File: config.mk
export PLATFORM = sky130hd
export DESIGN_NAME = hazard_ctrl
export DESIGN_NICKNAME = d
export VERILOG_FILES = /design/src/rtl/hazard_ctrl.sv
export SDC_FILE = /design/constraint.sdc
export NUM_CORES = 1
export LEC_CHECK = 0
export CAP_MARGIN = 5
export CORE_ASPECT_RATIO = 1.75
export CORE_MARGIN = 1
export CORE_UTILIZATION = 40
export CTS_CLUSTER_SIZE = 20
export DETAILED_ROUTE_END_ITERATION = 7
export PLACE_DENSITY = 0.83
export SYNTH_ARGS = -nofsm -noshare
export SYNTH_HDL_FRONTEND = slang
export SYNTH_SLANG_ARGS = --single-unit
File: constraint.sdc
create_clock -name clk -period 6.75 [get_ports clk]
set_clock_uncertainty 0.1 [all_clocks]
set_input_delay 2.025 -clock clk [delete_from_list [all_inputs] [get_ports clk]]
set_output_delay 2.025 -clock clk [all_outputs]
set_load 0.01 [all_outputs]
File: src/rtl/hazard_ctrl.sv
// Pipeline hazard and stall controller for the 5-stage RV32I pipeline.
// Detects load-use hazards on the ID-stage instruction, sequences multi-cycle
// mul/div ops held in EX, and drives PC / IF_ID / ID_EX stall, flush and
// bubble controls. Also keeps stall and redirect performance counters.
//
// Ports:
//   clk, rst       clock and synchronous active-high reset
//   id_inst        instruction in IF/ID
//   ex_rd          EX destination register
//   ex_is_load     EX instruction is a LOAD
//   ex_md_valid    EX instruction is a mul/div op
//   ex_redirect    EX resolved a taken branch / JAL / JALR
//   pc_stall, if_id_stall, if_id_flush, id_ex_stall, id_ex_flush,
//   ex_mem_bubble  pipeline controls (combinational from state and inputs)
//   md_start       one-cycle start pulse to the mul/div unit
//   md_busy        mul/div sequence in progress
//   stall_cnt      cycles with pc_stall=1
//   flush_cnt      accepted redirects
module hazard_ctrl #(
  parameter int unsigned MD_LAT = 4,
  parameter int unsigned CNT_W  = 32
) (
  input  logic             clk,
  input  logic             rst,
  input  logic [31:0]      id_inst,
  input  logic [4:0]       ex_rd,
  input  logic             ex_is_load,
  input  logic             ex_md_valid,
  input  logic             ex_redirect,
  output logic             pc_stall,
  output logic             if_id_stall,
  output logic             if_id_flush,
  output logic             id_ex_stall,
  output logic             id_ex_flush,
  output logic             ex_mem_bubble,
  output logic             md_start,
  output logic             md_busy,
  output logic [CNT_W-1:0] stall_cnt,
  output logic [CNT_W-1:0] flush_cnt
);

  localparam int unsigned CNT_BITS = 4;

  localparam logic [4:0] OPC_LOAD   = 5'b00000;
  localparam logic [4:0] OPC_OP_IMM = 5'b00100;
  localparam logic [4:0] OPC_STORE  = 5'b01000;
  localparam logic [4:0] OPC_OP     = 5'b01100;
  localparam logic [4:0] OPC_BRANCH = 5'b11000;
  localparam logic [4:0] OPC_JALR   = 5'b11001;

  typedef enum logic {RUN, MD_BUSY} state_t;

  state_t              state, state_nxt;
  logic [CNT_BITS-1:0] md_cnt, md_cnt_nxt;
  logic                use_rs1, use_rs2, load_use, flush_acc;
  logic [4:0]          rs1, rs2;

  // Only opcode and register fields matter here; the rest is deliberately dropped.
  logic unused_inst_bits;
  assign unused_inst_bits = ^{id_inst[31:25], id_inst[14:7], id_inst[1:0]};

  assign rs1 = id_inst[19:15];
  assign rs2 = id_inst[24:20];

  // Source-register usage from the major opcode.
  always_comb begin
    use_rs1 = 1'b0;
    use_rs2 = 1'b0;
    case (id_inst[6:2])
      OPC_OP:     begin use_rs1 = 1'b1; use_rs2 = 1'b1; end
      OPC_STORE:  begin use_rs1 = 1'b1; use_rs2 = 1'b1; end
      OPC_BRANCH: begin use_rs1 = 1'b1; use_rs2 = 1'b1; end
      OPC_OP_IMM: use_rs1 = 1'b1;
      OPC_LOAD:   use_rs1 = 1'b1;
      OPC_JALR:   use_rs1 = 1'b1;
      default:    ;
    endcase
  end

  assign load_use = ex_is_load && (ex_rd != 5'd0) &&
                    ((use_rs1 && (rs1 == ex_rd)) || (use_rs2 && (rs2 == ex_rd)));

  // Next state and pipeline controls; everything is held at 0 during reset.
  always_comb begin
    state_nxt     = state;
    md_cnt_nxt    = md_cnt;
    flush_acc     = 1'b0;
    pc_stall      = 1'b0;
    if_id_stall   = 1'b0;
    if_id_flush   = 1'b0;
    id_ex_stall   = 1'b0;
    id_ex_flush   = 1'b0;
    ex_mem_bubble = 1'b0;
    md_start      = 1'b0;
    md_busy       = 1'b0;
    if (!rst) begin
      case (state)
        RUN: begin
          if (ex_md_valid) begin
            md_start = 1'b1;
            if (MD_LAT > 1) begin
              md_busy       = 1'b1;
              pc_stall      = 1'b1;
              if_id_stall   = 1'b1;
              id_ex_stall   = 1'b1;
              ex_mem_bubble = 1'b1;
              md_cnt_nxt    = CNT_BITS'(MD_LAT - 2);
              state_nxt     = MD_BUSY;
            end
          end else if (ex_redirect) begin
            if_id_flush = 1'b1;
            id_ex_flush = 1'b1;
            flush_acc   = 1'b1;
          end else if (load_use) begin
            pc_stall    = 1'b1;
            if_id_stall = 1'b1;
            id_ex_flush = 1'b1;
          end
        end
        MD_BUSY: begin
          // Redirects, load-use and new mul/div requests are ignored here.
          md_busy = 1'b1;
          if (md_cnt != '0) begin
            pc_stall      = 1'b1;
            if_id_stall   = 1'b1;
            id_ex_stall   = 1'b1;
            ex_mem_bubble = 1'b1;
            md_cnt_nxt    = md_cnt - CNT_BITS'(1);
          end else begin
            state_nxt = RUN;
          end
        end
        default: state_nxt = RUN;
      endcase
    end
  end

  // State, sequence counter and performance counters.
  always_ff @(posedge clk) begin
    if (rst) begin
      state     <= RUN;
      md_cnt    <= '0;
      stall_cnt <= '0;
      flush_cnt <= '0;
    end else begin
      state  <= state_nxt;
      md_cnt <= md_cnt_nxt;
      if (pc_stall)  stall_cnt <= stall_cnt + CNT_W'(1);
      if (flush_acc) flush_cnt <= flush_cnt + CNT_W'(1);
    end
  end

endmodule
; Word level (Yosys, flattened, before mapping)
; Index checks and enable logic that the tools add are counted.
[totals]
word_cells = 54
register_bits = 69
output_inout_bits = 72
in_bits = 42
[op_classes]
eq_ne = 9
n_addsub = 3
bitwise_logic = 1
n_reduce_logical = 11
muxes = 26
[op_table]
columns = operator, n
row1 = "adder 32 x 1 -> 32 bit, second input constant", 2
row2 = two-way mux 1 bit, 20
row3 = "== test 5 x 4 -> 1 bit, second input constant", 2
row4 = == test 5 bit, 2
row5 = "== test 5 bit, second input constant", 2
row6 = two-way mux 4 bit, 2
row7 = case mux 4 bit (2 select lines), 1
row8 = case mux 1 bit (2 select lines), 3
row9 = OR reduction 6 bit, 1
row10 = "== test 5 x 3 -> 1 bit, second input constant", 1
row11 = zero test 5 bit, 1
row12 = nonzero test 5 bit, 1
row13 = logical AND 1 bit, 4
row14 = nonzero test 4 bit, 1
row15 = "subtractor 4 x 1 -> 4 bit, second input constant", 1
row16 = OR reduction 3 bit, 1
row17 = "!= test 2 x 1 -> 1 bit, second input constant", 1
row18 = "!= test 2 bit, second input constant", 1
row19 = AND reduction 2 bit, 1
row20 = logical OR 1 bit, 1
row21 = inverter 1 bit, 1

; Depth between registers and ports, before layout
; Gate-level depths: netlist of the first run.
[depth]
depth_word = 11
mapped_depth = 9
mapped_depth_nobuf = 9

; Worst setup path before layout of the first run
; OpenSTA, ideal clock, no wires.
[synth_path]
path_type = input-to-output
start = input port ex_rd[1]
end = output port pc_stall
arrival_time_ns = 3.307
n_path_buf = 1
stages = 6
slack_ns = 1.318
t_required_ns = 4.625
cell_sequence = or4_1 > o2111ai_1 > nor2_1 > a21oi_1 > inv_2 > buf_4
[synth_between]
elab_chain_cells = 9
word_cells_on_any_way = 13
classes_between = eq/ne: 2 / mux: 5 / reduce/logical: 6
[synth_rtl]
columns = element, line_no
row1 = "start, declared", 26  ; input logic [4:0] ex_rd,
row2 = == test 5 bit, 81  ; ((use_rs1 && (rs1 == ex_rd)) || (use_rs2 && (rs2 == ex_rd)));
row3 = logical AND 1 bit, 81
row4 = logical OR 1 bit, 81
row5 = logical AND 1 bit (*), 80  ; assign load_use = ex_is_load && (ex_rd != 5'd0) &&
row6 = two-way mux 1 bit (*) (3 in series), n/a
row7 = case mux 1 bit (2 select lines) (*), n/a
row8 = two-way mux 1 bit (*), n/a
row9 = "end, declared", 30  ; output logic pc_stall,
; Mark *: on every way between the ends. The rest lies on a longest branch, timed or not.

; Worst setup path after layout of the first run
[layout_path]
start = input port ex_rd[2]
end = output port if_id_stall
[layout_between]
elab_chain_cells = 9
word_cells_on_any_way = 13
classes_between = eq/ne: 2 / mux: 5 / reduce/logical: 6
[layout_rtl]
columns = element, line_no
row1 = == test 5 bit, 81
row2 = logical AND 1 bit, 81
row3 = logical OR 1 bit, 81
row4 = logical AND 1 bit (*), 80
row5 = two-way mux 1 bit (*), 114  ; end else if (load_use) begin
row6 = two-way mux 1 bit (*), 110  ; end else if (ex_redirect) begin
row7 = two-way mux 1 bit (*), 99  ; if (ex_md_valid) begin
row8 = case mux 1 bit (2 select lines) (*), 97  ; case (state)
row9 = two-way mux 1 bit (*), 96  ; if (!rst) begin
row10 = "end, declared", 31  ; output logic if_id_stall,
; Marked as above.

==> reports/summary.md, run 1 <==
For the data arrival at the endpoint of the critical path, the log shows 4.30 ns. The Yosys step of the flow raised 0 warnings. The post-place setup slack is 0.317 ns, and the DRC violation total after the first TritonRoute iteration is 211. After routing the design area is 4770 sq um. The worst setup path is launched from an input pin. The async set or reset register ratio after synthesis works out to 0. The transition at the pin with the smallest max-transition slack came out at 1.10 ns. The final reports fail on DRC. The run gives 406 as the post-synthesis cell count. The critical path is of the input pin to primary output type.

The filler cells instantiated in the layout total 747. The die covers 8930 sq um. Once routing completed, OpenROAD measured the worst setup slack at 0.321 ns. The highest-delay cell along the critical path is sky130_fd_sc_hd__or4_1. The share of power burned in combinational logic was 0.079; the number of instances resized during post-cts repair was 0. The clock passes through at most 2 buffers.

Post-synthesis instance area: 3420 sq um. Setup violations remaining at the end of the flow were counted as 0. The highest cell delay on the worst timing path came out at 0.53 ns. For this design the static power due to leakage is 1.51 nW. The buffer cell driving the clock tree root was sky130_fd_sc_hd__clkbuf_16. The worst hold path belongs to the class flop to flop. After global routing the overflow that remains totals 0.

Setup repair after global routing left no endpoint under its margin. The number of hold buffers added after CTS was 0. The post-place instance area was 4460 sq um; the final hold slack was 0.392 ns. The tools report the placement row count as 44. The synthesized flop and latch total came out at 69. The starting utilization of the core area is 0.411, and the area of the core region is 8310 sq um. Wire length after detailed routing: 8.39 mm.

Clock network power share: 0.490. TritonCTS built the clock tree. The run gives 9 as the number of CTS-inserted buffers. The tools report the count of antenna-violating nets left after detailed routing as 0. The largest net degree at the start of global routing was 71.

Among all flip-flop cells after synthesis, the most frequent one is sky130_fd_sc_hd__dfxtp_1. Counting every net in the synthesized netlist gives 452. Across the whole layout, storage elements account for 1380 sq um. The total track usage is 0.198, and the number of buffers added on ports is 96. The total power of the final layout was 0.983 mW. The internal portion of the total power is 0.772 mW. For the count of inserted antenna diode cells, the log shows 0.

The power density normalized to cell area was 206 nW/um^2. For the max-slew violation count, the log shows 0. From synthesis to final layout, the design area changed by 39.5%.

The signal on the critical path passes through clkdlybuf4s50_1 > or4_1 > o2111ai_1 > nor2_1 > a21oi_1 > inv_2 > clkdlybuf4s50_1. The multi-input combinational cells in the finished layout cover a total of 1900 sq um. The worst path in the final design needs a cycle of 6.43 ns, including I/O delays and setup. The area share of the largest cell type after synthesis came out at 0.404. The logs give 0.805 for the global placer's final weighted congestion and 0.143 mV for the maximum resistive drop on vdd. The headroom to the max-slew limit was 0.265. After detailed routing, the average wire length per cell comes to 13.6 um. After synthesis, the netlist uses 45 different library cells. The half-perimeter wire length after placement is 5.96 mm, and the number of setup buffers added after CTS is 0.

The mean instance size in the synthesized netlist works out to 8.42 sq um. The max-capacitance violation count was 0; the sequential fraction of design power was 0.431. The most frequent standard cell in the layout excluding fill and tap cells is sky130_fd_sc_hd__clkdlybuf4s50_1.

The logs give 0 for the initial antenna violation count and 3319 for the vias after detailed routing. In the final design database the tool counted 544 nets. Setup total negative slack on the finished layout was measured at 0 ns.

The share of synthesized area occupied by flip-flops and latches is 0.404, and the number of ports placed on the die boundary is 114. The share of the cycle needed by the critical path after routing was 0.952. By area the synthesized netlist is led by sky130_fd_sc_hd__dfxtp_1 40%, sky130_fd_sc_hd__xnor2_1 6.7%, sky130_fd_sc_hd__a21oi_1 5.1%. The worst setup path is captured at a primary output. Of all cell types, the one taking the most synthesized area is sky130_fd_sc_hd__dfxtp_1. In this run the power spent charging and discharging nets is 0.211 mW. The H-tree was split into 3 levels.

The tools report the detailed-route DRC error count as 1. After clock tree synthesis, the clock-pin slew on the worst setup and hold paths is 0.05 ns. In this run the vertical extent of the chip is 124 um. Before antenna repair, the detailed router went through 6 iterations. The dominant cell type by count on the critical path was sky130_fd_sc_hd__clkdlybuf4s50_1. Switching part of the total power: 0.215. The tools report the clock sink count as 69.

The fraction of final layout cells sized beyond drive strength 1 is 0.0636, and the worst endpoint required time is 4.62 ns. The number of enable flip-flop cells after synthesis was 0. Along the worst path, the maximum fanout reaches 6. For the fmax, the log shows 0.156 GHz.

The number of global-route vias before repair is 3246. The die is 71.9 um wide. The via density per instance is 5.37, and the worst-skew pair later-pin latency is 0.33 ns. The count of final hold-check violations came out at 0. The run finished, with violations left. In the layout the commonest cells are 95 x sky130_fd_sc_hd__clkdlybuf4s50_1, 69 x sky130_fd_sc_hd__dfxtp_1, 42 x sky130_fd_sc_hd__nor2_1.

The tools report the wire length of the first global-routing pass as 14.2 mm.
power groups by stage:
| stage | Combinational [mW] | Clock [mW] | Sequential, mW |
|---|---|---|---|
| 2_1_floorplan | 0.0417 | 0 | 0.431 |
| 3_3_place_gp | 0.0754 | 0 | 0.431 |
| 3_5_place_dp | 0.0782 | 0 | 0.432 |
| 4_1_cts | 0.0785 | 0.493 | 0.424 |
| 5_1_grt | 0.0851 | 0.507 | 0.425 |
| 6_report | 0.0776 | 0.481 | 0.424 |
layer usage:
layer | share of wire | wire, um | vias to the layer above | global-route usage
met1 | 0.40 | 3360 | 1597 | 0.202
li1 | - | - | 1644 | -
met4 | 0.017 | 143 | 0 | 0.106
met3 | 0.023 | 189 | 12 | 0.0235
met2 | 0.56 | 4690 | 66 | 0.375
met5 | 0 | 0 | - | 0
final cells by class:
class                      count  share of cell area
sequential                    69               0.290
timing repair buffer          99               0.205
clock buffer                  13              0.0567
clock inverter                 3             0.00892
multi-input combinational    305               0.398
tap                          115              0.0302
inverter                      14              0.0110
worst max-delay path: cells and delay by family:
kind	cells	cell delay, ns
simple gates	2	0.65
compound gates	2	0.55
buf+inv	3	1.07
path summary, 6_finish.rpt:
| check | from | end | slack [ns] | depth (start not counted) |
|---|---|---|---|---|
| worst max-delay path | ex_rd[2] | if_id_stall | 0.32 | 7 |
| worst min-delay path | stall_cnt[30] | stall_cnt[30] | 0.39 | 2 |
| worst max register to register | md_cnt[0] | stall_cnt[16] | 3.68 | 8 |
| worst min register to register | stall_cnt[30] | stall_cnt[30] | 0.39 | 2 |
per-stage QoR:
stage,util,std cells
after floorplan,-,406
after global placement,0.536,602
after detailed placement,0.536,602
after CTS,0.574,618
after global routing,0.574,618
final,0.574,618
sequential cells by signal (all words and copies together), names as in the netlist:
name / flops
md_cnt: 4
stall_cnt: 32
flush_cnt: 32
state: 1
synth_stat cells (5+ instances only):
master                     count
sky130_fd_sc_hd__dfxtp_1      69
sky130_fd_sc_hd__o31ai_1      13
sky130_fd_sc_hd__o21ai_0      14
sky130_fd_sc_hd__or3_1        21
sky130_fd_sc_hd__inv_1        13
sky130_fd_sc_hd__nor2_1       42
sky130_fd_sc_hd__xnor2_1      26
sky130_fd_sc_hd__or4_1        15
sky130_fd_sc_hd__nor3_1        6
sky130_fd_sc_hd__and3_1        8
sky130_fd_sc_hd__nor4_2        5
sky130_fd_sc_hd__xor2_1       12
sky130_fd_sc_hd__clkbuf_1      9
sky130_fd_sc_hd__nand4_1      16
sky130_fd_sc_hd__nand2_1      25
sky130_fd_sc_hd__nand3_1      20
sky130_fd_sc_hd__o21ai_1       8
sky130_fd_sc_hd__a21oi_1      35
cell families after synthesis:
kind of cell / Yosys count / synth area share
muxes: 3 / 0.00952
and+or+nand+nor: 183 / 0.304
adders and majority gates: 4 / 0.0146
AOI/OAI and AO/OA: 77 / 0.128
buffers and inverters: 32 / 0.0421
DFF: 69 / 0.404
xor gates and xnor gates: 38 / 0.0974
Power figures use the tool's default switching activity.
==> run 2: changes to the inputs <==
SETUP_SLACK_MARGIN = 0.05   (was not set)
==> results of run 2 <==
Final layout, timing and power as in run 1 (identical DEF).
==> run 3: changes to the inputs <==
MAX_ROUTING_LAYER = met4   (was not set)
==> run 3 against run 2 <==
Net effect:
- the flow still finishes with violations (DRC)
- via count fell by 0.30%
- sequential power about the same
- non-clock buffer count stayed put
- register-to-register slack barely moved
- cell area unchanged
- largest power group unchanged
==> reports/summary.md, run 3 (synthesis results as in run 1) <==
The run finished, with violations left. The checks that failed: DRC. The logs give 0 (unchanged) for the initial antenna violation count and 1.51 nW (unchanged) for the static leakage power. In this run the critical register-to-register path is launched from md_cnt[0]. Startpoint of the tightest hold check path: stall_cnt[30]. The clock sink count is 69 (unchanged). The run gives 544 (unchanged) as the number of nets at the end of the flow. Most frequent standard cell in the layout excluding fill and tap cells: sky130_fd_sc_hd__clkdlybuf4s50_1.

The wire length after detailed routing was 8.40 mm (+0.16%). The run gives 0 (unchanged) as the max-slew violation count. The tools report the startpoint type of the worst setup path as an input pin.

The tools report the data arrival at the endpoint of the critical path as 4.31 ns (about the same). Total track usage: 0.203 (+0.00530). The die width is 71.9 um (unchanged). The tools report the number of instances resized during post-cts repair as 0 (unchanged). The final design area excluding fillers was 4770 sq um (unchanged). The number of buffers added on ports is 96 (unchanged), and the setup slack on the worst flop-to-flop path is 3.69 ns (about the same).

The critical path ends at if_id_stall. The highest cell delay on the worst timing path was 0.53 ns (about the same). The final hold slack was 0.392 ns (+0.0000590 ns). The tightest min-delay check is of the flop to flop type. For the global placer's final weighted congestion, the log shows 0.817 (+1.5%). The logs give 8930 sq um (unchanged) for the die area and 602 (unchanged) for the instance count after placement with tap cells included. The tools report the worst endpoint required time as 4.62 ns (about the same).

The average wire length per cell after detail routing is 13.6 um (+0.16%), and the clock tree buffer depth is 2 (unchanged). The run gives 0.155 GHz (about the same) as the fmax. The largest registers in the layout are flush_cnt (32), stall_cnt (32), md_cnt (4). For the count of endpoints failing setup in the final report, the log shows 0 (unchanged).

The count of antenna-violating nets left after detailed routing came out at 0 (unchanged). The minimum clock period came out at 6.43 ns (+0.00226 ns). The DRC violation total after the first TritonRoute iteration was 213 (+0.95%).

The post-place setup slack is 0.317 ns (unchanged). The register clock-pin slew on the reported worst setup and hold paths works out to 0.05 ns (about the same). The post-place instance area came out at 4460 sq um (unchanged). The share of the cycle needed by the critical path after routing works out to 0.953 (about the same).

The number of CTS-inserted buffers was 9 (unchanged). For this design, the slowest cell found on the critical path is sky130_fd_sc_hd__or4_1. The detailed-route DRC error count is 1 (unchanged), and the starting utilization of the core area is 0.411 (unchanged). The logs give 114 (unchanged) for the number of ports placed on the die boundary and 0 (unchanged) for the max-capacitance violation count. Depth of the worst register-to-register path: 8 (unchanged).

Leaving out fill and tap cells, the most frequent cells in the layout are 95 x sky130_fd_sc_hd__clkdlybuf4s50_1, 69 x sky130_fd_sc_hd__dfxtp_1, 42 x sky130_fd_sc_hd__nor2_1. For the number of global-route vias before repair, the log shows 3244 (-0.062%). The tools report the share of the core filled with cells in the final layout as 0.574 (unchanged). The critical path goes through clkdlybuf4s50_1 > or4_1 > o2111ai_1 > nor2_1 > a21oi_1 > inv_2 > clkdlybuf4s50_1. The hold-fix buffer count after cts was 0 (unchanged).

The worst setup path is captured at a primary output. The vias after detailed routing was 3309 (-0.30%); the maximum resistive drop on vdd was 0.143 mV (about the same). The transition at the pin with the smallest max-transition slack was 1.10 ns (-0.00733 ns); the count of inserted antenna diode cells was 0 (unchanged).

For the wire length of the first global-routing pass, the log shows 14.2 mm (-0.15%). The fraction of final layout cells sized beyond drive strength 1 is 0.0636 (unchanged). The sequential cell area was 1380 sq um (unchanged). The run gives 44 (unchanged) as the placement row count. The die height is 124 um (unchanged). The run gives 5.96 mm (unchanged) as the half-perimeter wire length after placement. The worst register-to-register path ends at stall_cnt[16]. The run gives 0 (unchanged) as the overall overflow remaining after global route. In this run the clock root is driven by a sky130_fd_sc_hd__clkbuf_16. Top fanout value on the critical path: 6 (unchanged). The tools report the worst-skew pair later-pin latency as 0.33 ns (about the same).

The critical path in this run is classified as input pin to primary output. The filler cell count in the final layout was 747 (unchanged). The largest net degree at the start of global routing is 71 (unchanged). TritonCTS built the clock tree.

The power density normalized to cell area is 207 nW/um^2 (+0.38%). The area occupied by multi-input gates came out at 1900 sq um (unchanged). The startpoint of the most critical setup path was ex_rd[2]. The logs give 0.319 ns (-0.00226 ns) for the post-route worst setup slack and 8310 sq um (unchanged) for the area of the core region. For the headroom to the max-slew limit, the log shows 0.270 (+0.00489).

The number of detailed-routing iterations run before antenna repair was 6 (unchanged); the total power of the final layout was 0.987 mW (+0.38%). The via density per instance is 5.35 (-0.30%). In this design, the critical path's most frequently occurring cell is sky130_fd_sc_hd__clkdlybuf4s50_1. The count of final hold-check violations was 0 (unchanged); the deepest level of the CTS H-tree was 3 (unchanged).

The area growth from synthesis to final layout came out at 39.5% (unchanged). The final cell count without fillers is 618 (unchanged). Setup repair after global routing left no endpoint under its margin. For the number of setup buffers added after CTS, the log shows 0 (unchanged). The run gives 0 ns (unchanged) as the final total negative setup slack.
run 3: per-layer routing:
layer  global-route usage  share of wire
met1                0.202           0.40
met2                0.375           0.55
met3               0.0227          0.025
met4                0.106          0.022
met5                    -              0
run 3: report_power, final:
group | switching, mW | total (mW) | leakage, nW | internal [mW]
Clock | 0.170 | 0.485 | 0.152 | 0.315
Sequential | 0.00936 | 0.424 | 0.557 | 0.414
Combinational | 0.0355 | 0.0776 | 0.799 | 0.0421
run 3: how the worst min path moves through the flow:
stage               endpoint  slack [ns]  depth (start not counted)
6_report       stall_cnt[30]        0.39                          2
5_1_grt        stall_cnt[18]        0.44                          2
4_1_cts        stall_cnt[30]        0.40                          2
3_5_place_dp   stall_cnt[30]        0.39                          2
3_3_place_gp   stall_cnt[14]        0.38                          2
2_1_floorplan      md_cnt[0]        0.37                          2
run 3: worst max-delay path, delay by kind of cell:
kind,cells,cell delay [ns]
compound gates,2,0.55
buf+inv,3,1.07
simple gates,2,0.65
run 3: layout make-up:
cell class                      instances  share of cell area
Timing Repair Buffer                   99               0.205
Tap cell                              115              0.0302
Multi-Input combinational cell        305               0.398
Inverter                               14              0.0110
Clock inverter                          3             0.00892
Sequential cell                        69               0.290
Clock buffer                           13              0.0567
